<file path="src/rtl/vga_axil_pkg.sv">
`default_nettype none
// ============================================================================
// Module      : vga_axil_pkg
// Description : Shared AXI4-Lite widths, types and response encodings for the
//               VGA register-access fabric.
// Revision    : 1.0 - initial release
// ============================================================================
package vga_axil_pkg;

  localparam int AXIL_ADDR_WIDTH   = 32;
  localparam int AXIL_DATA_WIDTH   = 32;
  localparam int AXIL_STRB_WIDTH   = AXIL_DATA_WIDTH / 8;
  // Number of byte-offset address bits inside one data word.
  localparam int AXIL_WIDTH_OFFSET = $clog2(AXIL_STRB_WIDTH);

  typedef logic [AXIL_ADDR_WIDTH-1:0] axil_addr_t;
  typedef logic [AXIL_DATA_WIDTH-1:0] axil_data_t;
  typedef logic [AXIL_STRB_WIDTH-1:0] axil_strb_t;
  typedef logic [2:0]                 axil_prot_t;

  typedef enum logic [1:0] {
    RESP_OKAY   = 2'b00,
    RESP_EXOKAY = 2'b01,
    RESP_SLVERR = 2'b10,
    RESP_DECERR = 2'b11
  } axil_resp_e;

endpackage : vga_axil_pkg
`default_nettype wire

</file>
<file path="src/rtl/vga_axil_if.sv">
`default_nettype none
// ============================================================================
// Module      : vga_axil_if
// Description : AXI4-Lite channel bundle (AW/W/B/AR/R). Clocked by the clock
//               of whichever master/slave pair it connects.
// Ports       : none (signal bundle only)
//   modport master : drives AW/W/AR payload+valid, BREADY, RREADY
//   modport slave  : drives AWREADY/WREADY/ARREADY, B and R payload+valid
// Revision    : 1.0 - initial release
// ============================================================================
interface vga_axil_if;
  import vga_axil_pkg::*;

  logic       awvalid;
  logic       awready;
  axil_addr_t awaddr;
  axil_prot_t awprot;

  logic       wvalid;
  logic       wready;
  axil_data_t wdata;
  axil_strb_t wstrb;

  logic       bvalid;
  logic       bready;
  axil_resp_e bresp;

  logic       arvalid;
  logic       arready;
  axil_addr_t araddr;
  axil_prot_t arprot;

  logic       rvalid;
  logic       rready;
  axil_data_t rdata;
  axil_resp_e rresp;

  modport master (
    output awvalid, awaddr, awprot,
    output wvalid, wdata, wstrb,
    output bready,
    output arvalid, araddr, arprot,
    output rready,
    input  awready, wready, bvalid, bresp, arready, rvalid, rdata, rresp
  );

  modport slave (
    input  awvalid, awaddr, awprot,
    input  wvalid, wdata, wstrb,
    input  bready,
    input  arvalid, araddr, arprot,
    input  rready,
    output awready, wready, bvalid, bresp, arready, rvalid, rdata, rresp
  );

endinterface : vga_axil_if
`default_nettype wire

</file>
<file path="src/rtl/vga_axil_master_fsm.sv">
`default_nettype none
// ============================================================================
// Module      : vga_axil_master_fsm
// Description : Single-outstanding AXI4-Lite initiator. Converts a native
//               valid/ready request into one AXI-Lite write or read and
//               returns a one-cycle completion pulse with the response.
// Ports       :
//   clk_i        in   sole clock (also clocks axil_if)
//   arst_n_i     in   asynchronous active-low reset
//   axil_if      mst  AXI-Lite initiator channels
//   req_valid_i  in   request valid
//   req_ready_o  out  request can be accepted (IDLE only)
//   req_write_i  in   1 = write, 0 = read
//   req_addr_i   in   byte address
//   req_data_i   in   write data
//   rsp_valid_o  out  one-cycle completion pulse
//   rsp_write_o  out  completed transaction was a write
//   rsp_data_o   out  read data (0 for writes)
//   rsp_resp_o   out  BRESP/RRESP, or SLVERR for a locally rejected request
// Revision    : 1.0 - initial release
// ============================================================================
module vga_axil_master_fsm
  import vga_axil_pkg::*;
#(
  parameter int CHECK_ALIGN = 1
) (
  input  logic       clk_i,
  input  logic       arst_n_i,
  vga_axil_if.master axil_if,
  input  logic       req_valid_i,
  output logic       req_ready_o,
  input  logic       req_write_i,
  input  axil_addr_t req_addr_i,
  input  axil_data_t req_data_i,
  output logic       rsp_valid_o,
  output logic       rsp_write_o,
  output axil_data_t rsp_data_o,
  output axil_resp_e rsp_resp_o
);

  typedef enum logic [2:0] {
    IDLE         = 3'd0,
    WR_ADDR_DATA = 3'd1,
    WR_RESP      = 3'd2,
    RD_ADDR      = 3'd3,
    RD_DATA      = 3'd4,
    DONE         = 3'd5
  } state_e;

  state_e     r_state;
  state_e     w_state_nxt;

  logic       r_awvalid;
  logic       r_wvalid;
  logic       r_arvalid;
  axil_addr_t r_addr;
  axil_data_t r_data;

  logic       r_rsp_write;
  axil_data_t r_rsp_data;
  axil_resp_e r_rsp_resp;

  logic       w_awready;
  logic       w_wready;
  logic       w_bvalid;
  axil_resp_e w_bresp;
  logic       w_arready;
  logic       w_rvalid;
  axil_data_t w_rdata;
  axil_resp_e w_rresp;

  logic       w_req_ready;
  logic       w_rsp_valid;
  logic       w_bready;
  logic       w_rready;
  logic       w_misaligned;
  logic       w_aw_done;
  logic       w_w_done;

  // --------------------------------------------------------------------------
  // Slave-driven inputs
  // --------------------------------------------------------------------------
  assign w_awready = axil_if.awready;
  assign w_wready  = axil_if.wready;
  assign w_bvalid  = axil_if.bvalid;
  assign w_bresp   = axil_if.bresp;
  assign w_arready = axil_if.arready;
  assign w_rvalid  = axil_if.rvalid;
  assign w_rdata   = axil_if.rdata;
  assign w_rresp   = axil_if.rresp;

  // --------------------------------------------------------------------------
  // Local alignment check: sub-word byte offsets are refused without touching
  // the bus.
  // --------------------------------------------------------------------------
  if (CHECK_ALIGN != 0) begin : g_align_check
    assign w_misaligned = |req_addr_i[AXIL_WIDTH_OFFSET-1:0];
  end else begin : g_no_align_check
    assign w_misaligned = 1'b0;
  end

  // A channel counts as complete if it already handshook (valid dropped) or
  // handshakes this cycle; this covers AW and W finishing together.
  assign w_aw_done = ~r_awvalid | w_awready;
  assign w_w_done  = ~r_wvalid  | w_wready;

  // --------------------------------------------------------------------------
  // FSM: state register
  // --------------------------------------------------------------------------
  always_ff @(posedge clk_i or negedge arst_n_i) begin
    if (!arst_n_i) begin
      r_state <= IDLE;
    end else begin
      r_state <= w_state_nxt;
    end
  end

  // --------------------------------------------------------------------------
  // FSM: next state and state-decoded outputs
  // --------------------------------------------------------------------------
  always_comb begin
    w_state_nxt = r_state;
    w_req_ready = 1'b0;
    w_rsp_valid = 1'b0;
    w_bready    = 1'b0;
    w_rready    = 1'b0;
    case (r_state)
      IDLE: begin
        w_req_ready = 1'b1;
        if (req_valid_i) begin
          if (w_misaligned) begin
            w_state_nxt = DONE;
          end else if (req_write_i) begin
            w_state_nxt = WR_ADDR_DATA;
          end else begin
            w_state_nxt = RD_ADDR;
          end
        end
      end
      WR_ADDR_DATA: begin
        if (w_aw_done && w_w_done) begin
          w_state_nxt = WR_RESP;
        end
      end
      WR_RESP: begin
        w_bready = 1'b1;
        if (w_bvalid) begin
          w_state_nxt = DONE;
        end
      end
      RD_ADDR: begin
        if (w_arready) begin
          w_state_nxt = RD_DATA;
        end
      end
      RD_DATA: begin
        w_rready = 1'b1;
        if (w_rvalid) begin
          w_state_nxt = DONE;
        end
      end
      DONE: begin
        w_rsp_valid = 1'b1;
        w_state_nxt = IDLE;
      end
      default: begin
        w_state_nxt = IDLE;
      end
    endcase
  end

  // --------------------------------------------------------------------------
  // Datapath: request capture, AXI valids and response capture. The rsp_*
  // registers load only on the way into DONE so they hold between pulses.
  // --------------------------------------------------------------------------
  always_ff @(posedge clk_i or negedge arst_n_i) begin
    if (!arst_n_i) begin
      r_awvalid   <= 1'b0;
      r_wvalid    <= 1'b0;
      r_arvalid   <= 1'b0;
      r_addr      <= '0;
      r_data      <= '0;
      r_rsp_write <= 1'b0;
      r_rsp_data  <= '0;
      r_rsp_resp  <= RESP_OKAY;
    end else begin
      case (r_state)
        IDLE: begin
          if (req_valid_i) begin
            r_addr <= req_addr_i;
            r_data <= req_data_i;
            if (w_misaligned) begin
              r_rsp_write <= req_write_i;
              r_rsp_data  <= '0;
              r_rsp_resp  <= RESP_SLVERR;
            end else if (req_write_i) begin
              r_awvalid <= 1'b1;
              r_wvalid  <= 1'b1;
            end else begin
              r_arvalid <= 1'b1;
            end
          end
        end
        WR_ADDR_DATA: begin
          if (w_awready) begin
            r_awvalid <= 1'b0;
          end
          if (w_wready) begin
            r_wvalid <= 1'b0;
          end
        end
        WR_RESP: begin
          if (w_bvalid) begin
            r_rsp_write <= 1'b1;
            r_rsp_data  <= '0;
            r_rsp_resp  <= w_bresp;
          end
        end
        RD_ADDR: begin
          if (w_arready) begin
            r_arvalid <= 1'b0;
          end
        end
        RD_DATA: begin
          if (w_rvalid) begin
            r_rsp_write <= 1'b0;
            r_rsp_data  <= w_rdata;
            r_rsp_resp  <= w_rresp;
          end
        end
        default: begin
        end
      endcase
    end
  end

  // --------------------------------------------------------------------------
  // Outputs
  // --------------------------------------------------------------------------
  assign axil_if.awvalid = r_awvalid;
  assign axil_if.awaddr  = r_addr;
  assign axil_if.awprot  = '0;
  assign axil_if.wvalid  = r_wvalid;
  assign axil_if.wdata   = r_data;
  assign axil_if.wstrb   = '1;
  assign axil_if.bready  = w_bready;
  assign axil_if.arvalid = r_arvalid;
  assign axil_if.araddr  = r_addr;
  assign axil_if.arprot  = '0;
  assign axil_if.rready  = w_rready;

  assign req_ready_o = w_req_ready;
  assign rsp_valid_o = w_rsp_valid;
  assign rsp_write_o = r_rsp_write;
  assign rsp_data_o  = r_rsp_data;
  assign rsp_resp_o  = r_rsp_resp;

endmodule : vga_axil_master_fsm
`default_nettype wire

</file>
<file path="src/flat_wrapper.sv">
// flat-port wrapper written by rule: the top's interface ports become plain ports
module vga_axil_master_fsm_flat import vga_axil_pkg::*;
#(
  parameter int CHECK_ALIGN = 1
)
  (clk_i, arst_n_i, req_valid_i, req_ready_o, req_write_i, req_addr_i, req_data_i, rsp_valid_o, rsp_write_o, rsp_data_o, rsp_resp_o, axil_if_awvalid, axil_if_awaddr, axil_if_awprot, axil_if_wvalid, axil_if_wdata, axil_if_wstrb, axil_if_bready, axil_if_arvalid, axil_if_araddr, axil_if_arprot, axil_if_rready, axil_if_awready, axil_if_wready, axil_if_bvalid, axil_if_bresp, axil_if_arready, axil_if_rvalid, axil_if_rdata, axil_if_rresp);
  vga_axil_if axil_if_i ();
  input  logic clk_i;
  input  logic arst_n_i;
  input  logic req_valid_i;
  output logic req_ready_o;
  input  logic req_write_i;
  input  axil_addr_t req_addr_i;
  input  axil_data_t req_data_i;
  output logic rsp_valid_o;
  output logic rsp_write_o;
  output axil_data_t rsp_data_o;
  output axil_resp_e rsp_resp_o;
  output wire logic [$bits(axil_if_i.awvalid)-1:0] axil_if_awvalid;
  output wire logic [$bits(axil_if_i.awaddr)-1:0] axil_if_awaddr;
  output wire logic [$bits(axil_if_i.awprot)-1:0] axil_if_awprot;
  output wire logic [$bits(axil_if_i.wvalid)-1:0] axil_if_wvalid;
  output wire logic [$bits(axil_if_i.wdata)-1:0] axil_if_wdata;
  output wire logic [$bits(axil_if_i.wstrb)-1:0] axil_if_wstrb;
  output wire logic [$bits(axil_if_i.bready)-1:0] axil_if_bready;
  output wire logic [$bits(axil_if_i.arvalid)-1:0] axil_if_arvalid;
  output wire logic [$bits(axil_if_i.araddr)-1:0] axil_if_araddr;
  output wire logic [$bits(axil_if_i.arprot)-1:0] axil_if_arprot;
  output wire logic [$bits(axil_if_i.rready)-1:0] axil_if_rready;
  input wire logic [$bits(axil_if_i.awready)-1:0] axil_if_awready;
  input wire logic [$bits(axil_if_i.wready)-1:0] axil_if_wready;
  input wire logic [$bits(axil_if_i.bvalid)-1:0] axil_if_bvalid;
  input wire logic [$bits(axil_if_i.bresp)-1:0] axil_if_bresp;
  input wire logic [$bits(axil_if_i.arready)-1:0] axil_if_arready;
  input wire logic [$bits(axil_if_i.rvalid)-1:0] axil_if_rvalid;
  input wire logic [$bits(axil_if_i.rdata)-1:0] axil_if_rdata;
  input wire logic [$bits(axil_if_i.rresp)-1:0] axil_if_rresp;
  assign axil_if_awvalid = axil_if_i.awvalid;
  assign axil_if_awaddr = axil_if_i.awaddr;
  assign axil_if_awprot = axil_if_i.awprot;
  assign axil_if_wvalid = axil_if_i.wvalid;
  assign axil_if_wdata = axil_if_i.wdata;
  assign axil_if_wstrb = axil_if_i.wstrb;
  assign axil_if_bready = axil_if_i.bready;
  assign axil_if_arvalid = axil_if_i.arvalid;
  assign axil_if_araddr = axil_if_i.araddr;
  assign axil_if_arprot = axil_if_i.arprot;
  assign axil_if_rready = axil_if_i.rready;
  assign axil_if_i.awready = axil_if_awready;
  assign axil_if_i.wready = axil_if_wready;
  assign axil_if_i.bvalid = axil_if_bvalid;
  assign axil_if_i.bresp = axil_if_bresp;
  assign axil_if_i.arready = axil_if_arready;
  assign axil_if_i.rvalid = axil_if_rvalid;
  assign axil_if_i.rdata = axil_if_rdata;
  assign axil_if_i.rresp = axil_if_rresp;
  vga_axil_master_fsm #(.CHECK_ALIGN(CHECK_ALIGN)) u_core (.clk_i(clk_i), .arst_n_i(arst_n_i), .axil_if(axil_if_i), .req_valid_i(req_valid_i), .req_ready_o(req_ready_o), .req_write_i(req_write_i), .req_addr_i(req_addr_i), .req_data_i(req_data_i), .rsp_valid_o(rsp_valid_o), .rsp_write_o(rsp_write_o), .rsp_data_o(rsp_data_o), .rsp_resp_o(rsp_resp_o));
endmodule
</file>
<file path="config.mk">
export PLATFORM = sky130hd
export DESIGN_NAME = vga_axil_master_fsm_flat
export DESIGN_NICKNAME = d
export VERILOG_FILES = /design/src/rtl/vga_axil_pkg.sv /design/src/rtl/vga_axil_if.sv /design/src/rtl/vga_axil_master_fsm.sv /design/src/flat_wrapper.sv
export SDC_FILE = /design/constraint.sdc
export NUM_CORES = 1
export LEC_CHECK = 0
export CORE_MARGIN = 3
export CORE_UTILIZATION = 40
export DETAILED_ROUTE_END_ITERATION = 8
export PLACE_DENSITY = 0.87
export SLEW_MARGIN = 20
export SYNTH_ARGS = -nofsm -noshare
export SYNTH_HDL_FRONTEND = slang
export SYNTH_SLANG_ARGS = --single-unit
</file>
<file path="constraint.sdc">
create_clock -name clk_i -period 3.1 [get_ports clk_i]
set_input_delay 0.465 -clock clk_i [delete_from_list [all_inputs] [get_ports clk_i]]
set_output_delay 0.465 -clock clk_i [all_outputs]
set_load 0.05 [all_outputs]
</file>
==> results.md <==
- N_diodes: 0
- Largest net degree at the start of global routing: 70
- # IOs: 257
- Leading area contributor after synthesis: dfrtp_1
- First-pass GRT wire length: 19200 µm
- Max-cap violations: 0
- Yosys reg bits: 105
- Antenna violations before repair: 0
- Initial Utilization: 41.8%
- Worst-path maximum fanout: 12
- DR pass1 iterations: 4
- Placer Congestion: 0.936
- Vias in the first global route: 3701
- DIE HEIGHT: 113 µm
- Final wirelength: between 10000 and 15000 µm
- Hold-fix buffers, CTS: 0
- GR Overflow Total: 0
- Std cell rows: 38
- Multi-input logic area: about 1500 µm²
- Critical Path AT: 2.35 ns
- Crit Path Class: reg2out
- H-tree Lvls: 3
- Area grow syn2layout: 56.3%
- RSZ-0062 raised after global routing: false
- Die area: 12900 µm²
- Clk_skew: ~0.0057 ns
- Gate Count Post-Synth: 389
- Ys async rst share: 100%
- Drt drc: 0
- Fin crit share: 90.7%
- Status: completed
- Routed wire per std cell: 16.3 µm
- Pins Over Slew Limit: 0
- Fillcell total: between 800 and 900
- Max-slew headroom: 53.6%
- Total CTS buffers: 9
- Core area: 11000 µm²
- DRT iter0 DRCs: 189
- Synth top area share: 57.0%
- Fin Setup TNS: 0 ns
- Top post-synthesis cells by area: dfrtp_1 57%, mux2_2 16%, buf_4 7.2%
- Skew-Pair Late Insertion Delay: around 0.34 ns
- Final min period: 2.81 ns
- Die width: 113 µm
- Net total in the final layout: around 700
- Most common flop cell mapped by yosys: dfrtp_1
- Total number of vias: 3598
- Yosys warnings: 0
- Startpoint types: flip-flop
- Sequential Area: 2630 µm²
- Slew @ Worst Pin: 0.696 ns
- Share of cells above drive strength 1: 15.8%
- Final ANT Viol Nets: 0
- Total GRT Usage: 18.7%
- Mapped cell area: 4610 µm²
- Required time worst endpoint: about 2.6 ns
- Fmax: 356 MHz
- Seq/Total Area, Yosys: 57.0%
- Clock-pin slew on the worst setup and hold paths: about 0.070 ns
- Via-to-Cell Ratio: 4.85
- Final setup vio count: 0
- Clk sinks: 105
- Hold Path Class: in2async
- Max clock buf depth: 2
- EDFF count, synth: 0
- CTS tree: yes
- Number of setup buffers added after CTS: 0
- # resized after CTS: 0
- PortBufs: 246
- Crit end category: output pin
- Final hold viol count: 0
- Root Driver: clkbuf_16
- Synth Area per Inst: 11.9 µm²
- Synth cell types: 34
- Dpl hpwl: roughly 9300 µm
sequential cells by signal, indices dropped and copies added (netlist names):
signal and flops:
u_core.rsp_write_o 1, u_core.axil_if.araddr 32, u_core.axil_if.wdata 32, u_core.axil_if.wvalid 1, u_core.axil_if.awvalid 1, u_core.r_state 3
u_core.rsp_resp_o 2, u_core.axil_if.arvalid 1, u_core.rsp_data_o 32
area by class of cell:
class | count | share of cell area [%]
Tap cell | 140 | 2.43
Multi-Input combinational cell | 226 | 21.3
Timing Repair Buffer | 251 | 35.0
Clock inverter | 5 | 1.18
Inverter | 4 | 0.208
Sequential cell | 105 | 36.4
Clock buffer | 11 | 3.51
cells in the mapped netlist, types with 2 or more instances:
library cell  instances
o31ai_1               3
nor3_1                2
clkbuf_1              2
mux2_2               64
dfrtp_1             105
buf_6                 9
buf_2                 7
conb_1                2
nor2b_1               2
o22ai_1               4
o21ai_0              25
a21oi_1               3
inv_1                 3
nand2_1              79
buf_4                44
o21ai_1              12
nor2_1                5
nand2b_1              2
final timing paths:
check	from	to	slack, ns	cells after the start
max	u_core.r_state[0]$_DFFE_PN0P_	rsp_valid_o	0.29	3
min	arst_n_i	u_core.axil_if.wdata[6]$_DFFE_PN0P_	0.16	1
max reg2reg	u_core.r_state[0]$_DFFE_PN0P_	u_core.axil_if.araddr[15]$_DFFE_PN0P_	0.99	3
min reg2reg	u_core.rsp_data_o[23]$_DFFE_PN0P_	u_core.rsp_data_o[23]$_DFFE_PN0P_	0.48	2
max in group asynchronous	arst_n_i	u_core.axil_if.araddr[11]$_DFFE_PN0P_	2.18	2
min in group clk_i	u_core.rsp_data_o[23]$_DFFE_PN0P_	u_core.rsp_data_o[23]$_DFFE_PN0P_	0.48	2
through the flow:
| step | cells | cell area, µm² | setup WS (ns) | util (%) | hold slack (ns) |
|---|---|---|---|---|---|
| final | 742 | 7210 | 0.289 | 65.4 | 0.164 |
| after CTS | 742 | 7210 | 0.287 | 65.4 | 0.191 |
| after global placement | 726 | 6870 | 0.722 | 62.3 | 0.464 |
| after global routing | 742 | 7210 | 0.0960 | 65.4 | 0.217 |
| after floorplan | 397 | 4640 | 0.922 | - | 0.169 |
| after detailed placement | 726 | 6870 | 0.663 | 62.3 | 0.472 |
critical path, cell delays in order (launching register included):
cell             delay [ns]
dfrtp_1                0.65
clkinv_1               0.37
nor2_1                 0.17
clkdlybuf4s50_1        0.82
kinds of logic (layout without fill, tap and decap cells):
family,Yosys count,after routing,synth area share [%]
and+or+nand+nor,98,98,9.39
DFF,105,105,57.0
muxes,66,66,16.2
AOI/OAI and AO/OA,52,52,6.67
buffers and inverters,66,271,10.6
other,2,10,0.163
layout by cell type, fill, tap and decap left out, types with 2 or more instances in the layout:
| cell type | n |
|---|---|
| o22ai_1 | 4 |
| nor2b_1 | 2 |
| o21ai_0 | 25 |
| inv_6 | 2 |
| o31ai_1 | 3 |
| o21ai_1 | 12 |
| nor3_1 | 2 |
| dfrtp_1 | 105 |
| clkdlybuf4s50_1 | 244 |
| nand2_1 | 79 |
| clkbuf_16 | 9 |
| clkbuf_8 | 2 |
| buf_12 | 2 |
| nand2b_1 | 2 |
| nor2_1 | 5 |
| a21oi_1 | 3 |
| buf_4 | 5 |
| mux2_2 | 64 |
| inv_1 | 3 |
| bufinv_16 | 2 |
| conb_1 | 10 |
layer usage:
layer	track usage (%)	wire length (µm)	vias to the layer above
met3	4.35	846	25
met4	6.41	309	0
met5	0	0	-
met1	21.6	4610	1722
met2	33.9	6350	182
li1	-	-	1669
Power is not shown: default switching activity piles up to over one toggle a cycle in this logic, so the estimate is an artifact.
